$ cat config.mk
export PLATFORM = sky130hd
export DESIGN_NAME = reg_dump_reader
export DESIGN_NICKNAME = d
export VERILOG_FILES = /design/src/rtl/reg_dump_reader.sv
export SDC_FILE = /design/constraint.sdc
export NUM_CORES = 1
export LEC_CHECK = 0
export ABC_CLOCK_PERIOD_IN_PS = 2800
export CORE_MARGIN = 1.5
export CORE_UTILIZATION = 43
export DETAILED_ROUTE_END_ITERATION = 10
export PLACE_DENSITY_LB_ADDON = 0.15
export RECOVER_POWER = 100
export SYNTH_ARGS = -nofsm -noshare
export SYNTH_HDL_FRONTEND = slang
export SYNTH_SLANG_ARGS = --single-unit
$ cat constraint.sdc
create_clock -name clk -period 2.8 [get_ports clk]
set_input_delay 0.7 -clock clk [delete_from_list [all_inputs] [get_ports clk]]
set_output_delay 0.7 -clock clk [all_outputs]
set_load 0.05 [all_outputs]
$ cat src/rtl/reg_dump_reader.sv
// ---------------------------------------------------------------------------
// reg_dump_reader
//
// Debug read-out engine for the register bank. A start pulse freezes core
// register writes, walks every register through one bank read port and
// streams each (address, value) pair out over a valid/ready handshake.
//
// Parameters:
//   WIDTH  register data width
//   DEPTH  number of registers (power of two, >= 2)
//   AW     register address width, $clog2(DEPTH)
//
// Ports:
//   clk        in   single clock, rising edge
//   reset      in   synchronous, active-high reset
//   start      in   dump request, only honoured while idle
//   ra         out  read address to the bank read port
//   rd         in   combinational bank read data for ra
//   freeze     out  core must hold bank write enable low while high
//   busy       out  engine is not idle
//   done       out  one-cycle pulse after the last pair is accepted
//   out_valid  out  current pair is valid
//   out_ready  in   consumer accepts the current pair
//   out_addr   out  register index of the current pair
//   out_data   out  register value of the current pair
// ---------------------------------------------------------------------------
module reg_dump_reader #(
  parameter  int WIDTH = 64,
  parameter  int DEPTH = 32,
  localparam int AW    = $clog2(DEPTH)
) (
  input  logic             clk,
  input  logic             reset,
  input  logic             start,
  output logic [AW-1:0]    ra,
  input  logic [WIDTH-1:0] rd,
  output logic             freeze,
  output logic             busy,
  output logic             done,
  output logic             out_valid,
  input  logic             out_ready,
  output logic [AW-1:0]    out_addr,
  output logic [WIDTH-1:0] out_data
);

  typedef enum logic [2:0] {
    S_IDLE,
    S_FREEZE,
    S_READ,
    S_SEND,
    S_DONE
  } state_e;

  localparam logic [AW-1:0] LAST_IDX = AW'(DEPTH - 1);

  state_e           state_q, state_d;
  logic [AW-1:0]    idx_q, idx_d;
  logic [AW-1:0]    out_addr_q, out_addr_d;
  logic [WIDTH-1:0] out_data_q, out_data_d;

  logic xfer;

  assign xfer = (state_q == S_SEND) && out_ready;

  // Next-state logic. The captured pair only changes in READ, so it stays
  // stable for as long as SEND is stalled by the consumer.
  always_comb begin
    // NOTE: every variable gets a default before the case so no path leaves
    // it unassigned, which would otherwise infer a latch.
    state_d    = state_q;
    idx_d      = idx_q;
    out_addr_d = out_addr_q;
    out_data_d = out_data_q;

    case (state_q)
      S_IDLE: begin
        if (start) begin
          idx_d   = '0;
          state_d = S_FREEZE;
        end
      end
      // One settling cycle: a write committed on the edge that sampled
      // start has landed in the bank before the first read.
      S_FREEZE: begin
        state_d = S_READ;
      end
      S_READ: begin
        out_data_d = rd;
        out_addr_d = idx_q;
        state_d    = S_SEND;
      end
      S_SEND: begin
        if (xfer) begin
          // Terminal compare ends the walk before idx could wrap.
          if (idx_q == LAST_IDX) begin
            state_d = S_DONE;
          end else begin
            idx_d   = idx_q + AW'(1);
            state_d = S_READ;
          end
        end
      end
      S_DONE: begin
        state_d = S_IDLE;
      end
      default: begin
        state_d = S_IDLE;
      end
    endcase
  end

  always_ff @(posedge clk) begin
    // NOTE: sequential state uses non-blocking assignments so every flop
    // samples the pre-edge values regardless of statement order.
    if (reset) begin
      state_q    <= S_IDLE;
      idx_q      <= '0;
      out_addr_q <= '0;
      out_data_q <= '0;
    end else begin
      state_q    <= state_d;
      idx_q      <= idx_d;
      out_addr_q <= out_addr_d;
      out_data_q <= out_data_d;
    end
  end

  // Outputs decode directly from the state register, so none of them has a
  // combinational path from rd or out_ready.
  assign ra        = ((state_q == S_READ) || (state_q == S_SEND)) ? idx_q : '0;
  assign freeze    = (state_q == S_FREEZE) || (state_q == S_READ) || (state_q == S_SEND);
  assign busy      = (state_q != S_IDLE);
  assign done      = (state_q == S_DONE);
  assign out_valid = (state_q == S_SEND);
  assign out_addr  = out_addr_q;
  assign out_data  = out_data_q;

endmodule

==> metrics <==
startpoint kind of the worst setup timing path=flip-flop; number of buffer and inverter stages on the critical path=1; antenna violations before repair=1; distinct cell type count after synthesis=33; DRT Wirelength=7.56 mm; post-route core utilization=71.1%; maximum level of the CTS H-tree=3; minimum setup slack among reg-to-reg paths=approximately 640 ps; count of TritonRoute iterations in the first routing pass=4; top cell family by delay on the critical path=buffers and inverters; Post-DP Area=around 0.0043 mm2; Max Freq=378 MHz; top library cells by usage in the layout, fill and taps aside=nand2_1, dfxtp_1, dlygate4sd3_1, a21oi_1, clkdlybuf4s50_1; Core ar.=0.00639 mm2; post-synthesis net count=430; wire length of the first global-routing pass=12.1 mm; gpl congestion=~0.8; Initial Util=45.0%; Critical Path, Cell by Cell=nor2_1 -> and2_1 -> dlygate4sd3_1; crit share post-route=94.4%; Final Hold Fails=0; Die Area=0.00718 mm2; skew final=roughly 12 ps; final design area excluding fillers=0.00454 mm2; total power=0.00274 W; count of nets after finishing=563; detailed-route via count=2816; min Tclk post-route=approximately 2600 ps; floorplan row count=29; data required time at the worst endpoint=~2100 ps; RSZ-0062 raised after global routing=false; end of the worst hold path=out_data[58]$_SDFFE_PP0P_; most common cell after layout, fill and taps aside=nand2_1; final antenna diode count=0; internal cell power=0.00196 W; Max Fanout on Critical Path=9; Lkg Pwr=1.85 nW; total routing usage reported by global routing=20.9%; I/O pin count=146; Final HPWL DP=a little over 5 mm; worst slew margin relative to its limit=21.7%; Reg2Reg Launch Point=state_q[2]$_SDFFE_PP0P_; fillers=514; slowest cell on the critical path=dlygate4sd3_1; Max VDD drop=357 uV; clock network fraction of total power=36.3%; die width=84.7 um; transition at the pin with the smallest max-transition slack=roughly 1200 ps; cts hold-fix bufs=0; post-synthesis cell count=360; ANT nets after route=0; CTS tree=done; slowest cell delay on critical path=880 ps; Sinks on Clock Net=77; depth of the worst hold-timing path=2; switching power summed over all nets=0.000774 W; setup tns final=0 ps; number of buffers inserted during clock tree synthesis=9; setup slack at placement=~450 ps; netlist area before placement=0.00287 mm2; mean cell area of the mapped netlist=7.98 um2; proportion of power drawn by flip-flops and latches=43.1%; worst-skew pair later-pin latency=330 ps; endpoint of the worst-slack reg-to-reg timing path=out_data[8]$_SDFFE_PP0P_; buffers inserted by post-CTS timing repair=0; Setup Viol. Count Final=0; DRC errors left=0; Sw Share=28.3%; share of power burned in combinational logic=20.5%; floorplan die height=84.7 um; critical path endpoint category=output port; count of port buffers added during placement=145; proportion of synthesized chip area in sequential cells=53.7%; cts repair resizes=0; fin. max-slew vios=0; max_cap viols=0; type of the worst setup path=flip-flop to output port; run status=finished clean; CTS root buffer=clkbuf_8; clk slew on worst S/H paths=70 ps; path class of the lowest-slack min-delay path=flip-flop to flip-flop; fraction of final layout cells sized beyond drive strength 1=4.44%; Synth Warn #=0; arrival time at the worst endpoint=1940 ps; Reg2Reg Depth=4; post-synthesis register bit count=77; buffer depth of the longest clock path=2; DRT iter0 DRCs=83; maximum number of pins on one net before global-route repair=49; number of global-route vias before repair=2731; startpoint of the lowest-slack hold path=out_data[58]$_SDFFE_PP0P_; power density of the placed cells=603 mW/mm2; Syn-to-layout area delta=58.1%; total overflow reported by the global router=0; least setup slack across all paths after layout=between 150 and 200 ps; average wire per standard cell=around 13 um; Avg Vias per Cell=4.91
-- cells by family after synthesis --
kind of cell               synth area share, %
buffers and inverters                     4.88
and+or+nand+nor                           25.3
DFF                                       53.7
AOI/OAI and AO/OA                         15.3
adders and majority gates                0.871
-- power by group through the flow --
stage | Sequential [W] | Combinational (W) | Clock (W)
after detailed placement | 0.00121 | 0.000586 | 0
final | 0.00118 | 0.000561 | 0.000995
after global routing | 0.00119 | 0.000598 | 0.00106
after global placement | 0.00121 | 0.000582 | 0
after floorplan | 0.00139 | 0.000165 | 0
after CTS | 0.00118 | 0.000588 | 0.00102
-- per-stage QoR --
step,std cells,hold slack (ps)
6_report,573,450
2_1_floorplan,360,458
3_5_place_dp,559,446
5_1_grt,573,471
4_1_cts,573,456
3_3_place_gp,559,441
-- synthesized netlist by cell type, drive strengths merged --
cell type / number / area (um2)
or4b: 1 / 10.0
and3: 2 / 12.5
nor3: 1 / 5.00
nand4b: 1 / 8.76
nor2: 3 / 11.3
or4: 1 / 7.51
buf: 9 / 50.0
or3: 1 / 6.26
and4bb: 1 / 12.5
nand2: 138 / 518
and2: 6 / 37.5
nand2b: 1 / 6.26
nand4bb: 1 / 11.3
o211ai: 2 / 15.0
nand3b: 2 / 15.0
a2bb2oi: 1 / 8.76
o2111ai: 3 / 26.3
inv: 5 / 18.8
and2b: 1 / 7.51
o41ai: 1 / 8.76
or3b: 1 / 8.76
dfxtp: 77 / 1540
nor3b: 1 / 12.5
and4: 1 / 8.76
nand3: 4 / 20.0
nor4: 1 / 6.26
clkbuf: 19 / 71.3
a211o: 2 / 17.5
ha: 2 / 25.0
a21oi: 71 / 363
-- worst min-delay path: cells and delay by family (launching register included) --
kind             cells  cell delay [ps]
AO/OA/AOI/OAI        1               50
flip-flops           1              310
AND/OR/NAND/NOR      1               50
-- routing by layer --
| metal | track usage, % | part of all wire [%] | vias to the layer above |
|---|---|---|---|
| met2 | 35.1 | 49 | 93 |
| met3 | 8.65 | 7.0 | 6 |
| met1 | 24.5 | 44 | 1270 |
| met4 | 5.87 | 0.73 | 2 |
| met5 | 0 | 0.16 | - |
| li1 | - | - | 1445 |
-- flip-flops by register name, summed over array words and instances, names as in the netlist --
register  cells
state_q       3
out_addr      5
idx_q         5
out_data     64
-- how the worst max path moves through the flow --
stage	start	end	cells past startpoint
2_1_floorplan	state_q[1]$_SDFFE_PP0P_	freeze	3
3_3_place_gp	state_q[2]$_SDFFE_PP0P_	ra[1]	3
3_5_place_dp	state_q[1]$_SDFFE_PP0P_	ra[2]	3
4_1_cts	state_q[2]$_SDFFE_PP0P_	ra[2]	3
5_1_grt	state_q[0]$_SDFFE_PP0P_	done	3
6_report	state_q[0]$_SDFFE_PP0P_	done	3
-- cell type report --
class                      instances  area (um2)  area share, %
sequential                        77        1540           33.9
tap                               77        96.3           2.12
clock buffer                      10         138           3.03
multi-input combinational        250        1200           26.3
inverter                           5        18.8          0.413
timing repair buffer             150        1450           32.0
clock inverter                     4        97.6           2.15
No activity file was read; power rests on OpenSTA's default activity.
